## config.mk

```make
export PLATFORM = sky130hd
export DESIGN_NAME = dds_addr_gen
export DESIGN_NICKNAME = d
export VERILOG_FILES = /design/src/rtl/dds_addr_gen.sv
export SDC_FILE = /design/constraint.sdc
export NUM_CORES = 1
export LEC_CHECK = 0
export CAP_MARGIN = 20
export CELL_PAD_IN_SITES_DETAIL_PLACEMENT = 1
export CELL_PAD_IN_SITES_GLOBAL_PLACEMENT = 1
export CORE_AREA = 2 2 99 173
export CTS_BUF_LIST = sky130_fd_sc_hd__clkbuf_8
export DETAILED_ROUTE_END_ITERATION = 7
export DIE_AREA = 0 0 101 175
export PLACE_DENSITY_LB_ADDON = 0.08
export SYNTH_ARGS = -nofsm -noshare
export SYNTH_HDL_FRONTEND = slang
export SYNTH_SLANG_ARGS = --single-unit
```

## constraint.sdc

```tcl
create_clock -name i_clk -period 3.2 [get_ports i_clk]
set_clock_uncertainty 0.15 [all_clocks]
set_input_delay 0.8 -clock i_clk [delete_from_list [all_inputs] [get_ports i_clk]]
set_output_delay 0.8 -clock i_clk [all_outputs]
set_load 0.03 [all_outputs]
```

## src/rtl/dds_addr_gen.sv

```systemverilog
// dds_addr_gen: phase-accumulator address generator for a 1024x16 sine lookup.
//
// Issues one lookup address per cycle for a burst of i_nsamp samples
// (0 = continuous until i_stop). It tracks lookups in flight, forwards returned
// samples, and pulses o_done once every issued sample has come back.
//
// Optional build macro DDS_PHASE_OFFSET_EN adds i_phase. This is the starting
// phase, latched on start.
//
// Ports:
//   i_clk      system clock
//   i_rst_n    synchronous active-low reset
//   i_start    burst start pulse (sampled in IDLE only)
//   i_stop     abort request (sampled in RUN only)
//   i_ftw      frequency tuning word, latched on start
//   i_nsamp    burst length, latched on start; 0 = continuous
//   i_phase    start phase (DDS_PHASE_OFFSET_EN builds only)
//   o_busy     high in RUN or DRAIN
//   o_addr     lookup address
//   o_en       lookup request, one per address
//   i_sin      returned sample
//   i_sin_vld  returned sample valid, 2 cycles after the matching o_en
//   o_data     forwarded sample
//   o_vld      o_data valid
//   o_done     one-cycle end-of-burst pulse
//   o_err      sticky: sample returned with nothing outstanding
module dds_addr_gen #(
  parameter int unsigned ACC_W  = 32,
  parameter int unsigned ADDR_W = 10,
  parameter int unsigned DATA_W = 16,
  parameter int unsigned CNT_W  = 16
) (
  input  logic              i_clk,
  input  logic              i_rst_n,
  input  logic              i_start,
  input  logic              i_stop,
  input  logic [ACC_W-1:0]  i_ftw,
  input  logic [CNT_W-1:0]  i_nsamp,
`ifdef DDS_PHASE_OFFSET_EN
  input  logic [ACC_W-1:0]  i_phase,
`endif
  output logic              o_busy,
  output logic [ADDR_W-1:0] o_addr,
  output logic              o_en,
  input  logic [DATA_W-1:0] i_sin,
  input  logic              i_sin_vld,
  output logic [DATA_W-1:0] o_data,
  output logic              o_vld,
  output logic              o_done,
  output logic              o_err
);

  typedef enum logic [1:0] {StIdle, StRun, StDrain} state_t;

  state_t           state;
  logic [ACC_W-1:0] acc;
  logic [ACC_W-1:0] ftw_lat;
  logic [CNT_W-1:0] nsamp_lat;
  logic [CNT_W-1:0] issued;
  logic [1:0]       outstanding;

  logic [ACC_W-1:0] acc_init;
  logic [ACC_W-1:0] acc_sum;
  logic [CNT_W-1:0] issued_inc;
  logic             last_issue;
  logic             accepted;
  logic [1:0]       out_next;

`ifdef DDS_PHASE_OFFSET_EN
  assign acc_init = i_phase;
`else
  assign acc_init = '0;
`endif

  assign acc_sum    = acc + ftw_lat;
  assign issued_inc = issued + CNT_W'(1);
  // The address currently on the bus is the final one of a finite burst.
  assign last_issue = (nsamp_lat != '0) && (issued_inc == nsamp_lat);
  assign accepted   = i_sin_vld && (outstanding != 2'd0);
  // An issue and a return in the same cycle cancel out.
  assign out_next   = outstanding + 2'(o_en) - 2'(accepted);

  always_ff @(posedge i_clk) begin
    if (!i_rst_n) begin
      state       <= StIdle;
      acc         <= '0;
      ftw_lat     <= '0;
      nsamp_lat   <= '0;
      issued      <= '0;
      outstanding <= '0;
      o_busy      <= 1'b0;
      o_addr      <= '0;
      o_en        <= 1'b0;
      o_data      <= '0;
      o_vld       <= 1'b0;
      o_done      <= 1'b0;
      o_err       <= 1'b0;
    end else begin
      outstanding <= out_next;
      o_vld       <= accepted;
      o_done      <= 1'b0;
      if (accepted) begin
        o_data <= i_sin;
      end
      if (i_sin_vld && !accepted) begin
        o_err <= 1'b1;
      end

      case (state)
        StIdle: begin
          // A stop arriving together with start is ignored here.
          if (i_start) begin
            ftw_lat   <= i_ftw;
            nsamp_lat <= i_nsamp;
            acc       <= acc_init;
            issued    <= '0;
            o_addr    <= acc_init[ACC_W-1 -: ADDR_W];
            o_en      <= 1'b1;
            o_busy    <= 1'b1;
            state     <= StRun;
          end
        end
        StRun: begin
          // o_en is always high in RUN, so every RUN cycle is one issue.
          acc    <= acc_sum;
          o_addr <= acc_sum[ACC_W-1 -: ADDR_W];
          if (issued != '1) begin
            issued <= issued_inc;
          end
          if (last_issue || i_stop) begin
            o_en  <= 1'b0;
            state <= StDrain;
          end
        end
        StDrain: begin
          // o_done is raised with the last o_vld; the FSM leaves DRAIN one
          // cycle later so that o_busy covers the o_done cycle.
          if (o_done) begin
            o_busy <= 1'b0;
            state  <= StIdle;
          end else if (out_next == 2'd0) begin
            o_done <= 1'b1;
          end
        end
        default: begin
          state <= StIdle;
        end
      endcase
    end
  end

endmodule

```

==> flow_results.org <==
** Outcome
- The run finished with clean final reports.

** Worst setup path
- The critical path in this run is classified as reg2reg.
- Critical path's top delay family :: compound AO/OA/AOI/OAI gates
- Type of origin of the critical path :: register
- The largest single stage delay on the critical path is 0.38 ns.
- Worst EP arrival :: 3.17 ns
- Slowest cell on the critical path :: ha_1
- Measured in cells, the most critical reg-to-reg path has a length of 10.
- STA classifies the critical path endpoint as a register.
- Buffers plus inverters on the worst setup path :: 0
- Chain of cells forming the critical path :: ha_1 > a21oi_2 > nor2_1 > or3_1 > a221o_1 > a22oi_2 > a31oi_2 > a311oi_2 > mux2i_1 > o21ai_2
- CP Data Required Time :: 3.39 ns
- Instance count on the critical path :: 10
- Maximum fanout encountered on the critical timing path :: 6

** Global routing
- Global routing used 23.5% of the available tracks.
- The total overflow left after global routing is 0.
- The via count of the first global-routing pass came to 6757.
- First-pass GRT wire length :: 32.7 mm
- Initial antenna violation count :: 1
- Largest net degree at the start of global routing :: 100

** CTS
- At the later pin of the worst-skew pair, clock insertion delay measures 0.46 ns.
- Clock sink count :: 121
- CTS buffer count :: 17
- Setup repair bufs after CTS :: 0
- In this run the clock root is driven by a clkbuf_8.
- After clock tree synthesis, the repair step resized 0 gates.
- TritonCTS built the clock tree.
- The clock passes through at most 2 buffers.
- Cts-stage hold buffer count :: 0
- Clock-pin transition on the worst setup and hold timing paths :: 0.08 ns
- Maximum level of the CTS H-tree :: 4

** Synth
- Number of flops mapped to enable cells by yosys :: 0
- Ranking of synthesized cells by area :: dfxtp_1 36%, nand2_1 9.8%, a21boi_0 8.7%
- Among all flip-flop cells after synthesis, the most frequent one is dfxtp_1.
- Synthesis produced a netlist with a net count of 939.
- Most common cell in the netlist :: nand2_1
- Counting distinct cell types in the post-synthesis netlist gives 61.
- Counting flops and latches in the post-synthesis netlist gives 121.
- Dominant cell type by area after synthesis :: dfxtp_1
- Total number of yosys warnings :: 0
- In this run the mean area of a mapped cell was 8.02 µm².
- Share of the yosys chip area belonging to registers :: 36.2%
- Summed over its instances, the top area cell type makes up 36.2% of the synthesized netlist area.
- Synthesized instance count :: 835
- Synthesized cell area :: 6700 µm²
- Post-synth ARST share :: 0%
- Counting instances in the post-synthesis netlist gives the leading cell types as 175 x nand2_1, 121 x dfxtp_1, 78 x a21boi_0.

** Floorplan
- The die is 101 µm wide.
- DIE AREA :: 17700 µm²
- After floorplanning, the core was divided into 62 placement rows.
- The initial utilization of the core area, before any placement, comes to 41.1%.
- Top-Level Pins :: 100
- Vertical die dimension :: 175 µm
- Core region area :: 16300 µm²

** Hold path
- The worst hold path passes through 2 cells.
- HP Class :: reg2reg

** Detailed routing
- Detailed routing inserted a total of 6212 vias.
- For this run, design rule violations remaining after detail routing come to 0.
- DRT Wirelength :: 20.0 mm
- After detailed routing, the average wire length per cell comes to 17.8 µm.
- Dividing the detail-routed via count by the number of cells gives 5.51.
- For this block, the initial DRC count from the detailed router was 148.
- Post-route ant nets :: 0
- Drt pass-1 iters :: 4

** Timing
- Final min period :: 2.98 ns
- Final period util :: 93.2%
- Setup violations remaining at the end of the flow were counted as 0.
- The max-slew violation count was 0.
- The final hold violation count is 0.
- Based on the critical path, the design can be clocked at up to 335 MHz.
- Slew @ Worst Pin :: 0.879 ns
- Setup repair after global routing left no endpoint under its margin.
- Slew Limit Headroom :: 41.4%
- Final-layout setup total negative slack :: 0 ns

** Layout
- For this run, the post-layout net count is 1025.
- Area growth from synthesis to final layout :: 24.1%
- Layout cell share with drive strength beyond 1 :: 7.39%
- Measured on the finished design, the core utilization comes to 51.0%.

** Power and ir drop
- VDD sags by at most 0.280 mV.
- In this run the power density over the cells is 517 nW/µm².
- For this design the static power due to leakage is 0.00325 µW.

** Placement
- PortBufs :: 99
- Routability-driven placement finished with a final weighted congestion of 0.857.
- Summed over all nets, the half-perimeter wirelength after detailed placement is 15.1 mm.

** Job
- Max-cap violations in this run came to 0.
power by group:
part	total (µW)	internal, µW	switching (µW)
Combinational	932	399	533
Clock	1650	952	697
Sequential	1720	1630	89.6
Total	4300	2980	1320
placed cells by master, fill, tap and decap left out, drive strengths merged, types with 10 or more instances in the layout:
| master | n |
|---|---|
| nor3 | 20 |
| nand2 | 176 |
| nor2 | 27 |
| a21boi | 79 |
| buf | 20 |
| ha | 34 |
| xnor2 | 31 |
| dfxtp | 121 |
| o21ai | 44 |
| clkdlybuf4s50 | 98 |
| inv | 14 |
| a21o | 10 |
| and2 | 15 |
| a21oi | 47 |
| nor2b | 18 |
| xor2 | 15 |
| clkbuf | 18 |
| nand3 | 32 |
cell type report:
type                    instances  area [µm²]
flip-flops and latches        121        2420
fillers                      1993        7980
well taps                     192         240
clock inverters                14         223
multi-input cells             648        4000
repair buffers                118        1130
diodes                          1        2.50
clock buffers                  18         248
inverters                      15        56.3
worst paths after layout:
path	start	to	slack (ns)
worst max-delay path	acc[14]	o_addr[5]	0.22
worst min-delay path	acc[17]	acc[17]	0.32
worst max register to register	acc[14]	o_addr[5]	0.22
worst min register to register	acc[17]	acc[17]	0.32
per-stage QoR:
| stage | hold WS, ns | cell area, µm² | total power [µW] | worst slack [ns] | std cells |
|---|---|---|---|---|---|
| finish | 0.322 | 8320 | 4300 | 0.217 | 1127 |
| global route | 0.347 | 8320 | 4510 | 0.0183 | 1127 |
| CTS | 0.327 | 8310 | 4350 | 0.220 | 1126 |
| detailed placement | 0.305 | 7840 | 2690 | 0.267 | 1094 |
| global placement | 0.291 | 7840 | 2640 | 0.293 | 1094 |
| floorplan | 0.282 | 6700 | 2300 | 0.496 | 835 |
sequential cells by signal, summed over array words and instances, names as in the netlist, 2 cells and up:
register and flops:
nsamp_lat 16, o_addr 10, acc 22, outstanding 2, ftw_lat 32, state 2, o_data 16, issued 16
logic make-up after synthesis:
kind of cell / count (synthesis) / synth area share, %
AOI/OAI and AO/OA: 222 / 22.3
buffers and inverters: 66 / 4.31
xor gates and xnor gates: 46 / 6.01
muxes: 8 / 1.29
DFF: 121 / 36.2
and+or+nand+nor: 337 / 23.3
adders and majority gates: 35 / 6.65
tightest hold or removal path, stage by stage (launching register included):
cell and delay, ns:
dfxtp_1 0.32, nand2_1 0.05, o21ai_0 0.06
metal layers:
metal | wire length (µm) | track usage (%) | part of all wire (%) | up-vias
li1 | - | - | - | 3056
met1 | 7310 | 22.5 | 37 | 3008
met2 | 11600 | 46.3 | 58 | 104
met3 | 463 | 4.32 | 2.3 | 44
met4 | 679 | 11.1 | 3.4 | 0
met5 | 0 | 0 | 0 | -
(Power assumes the default switching activity.)
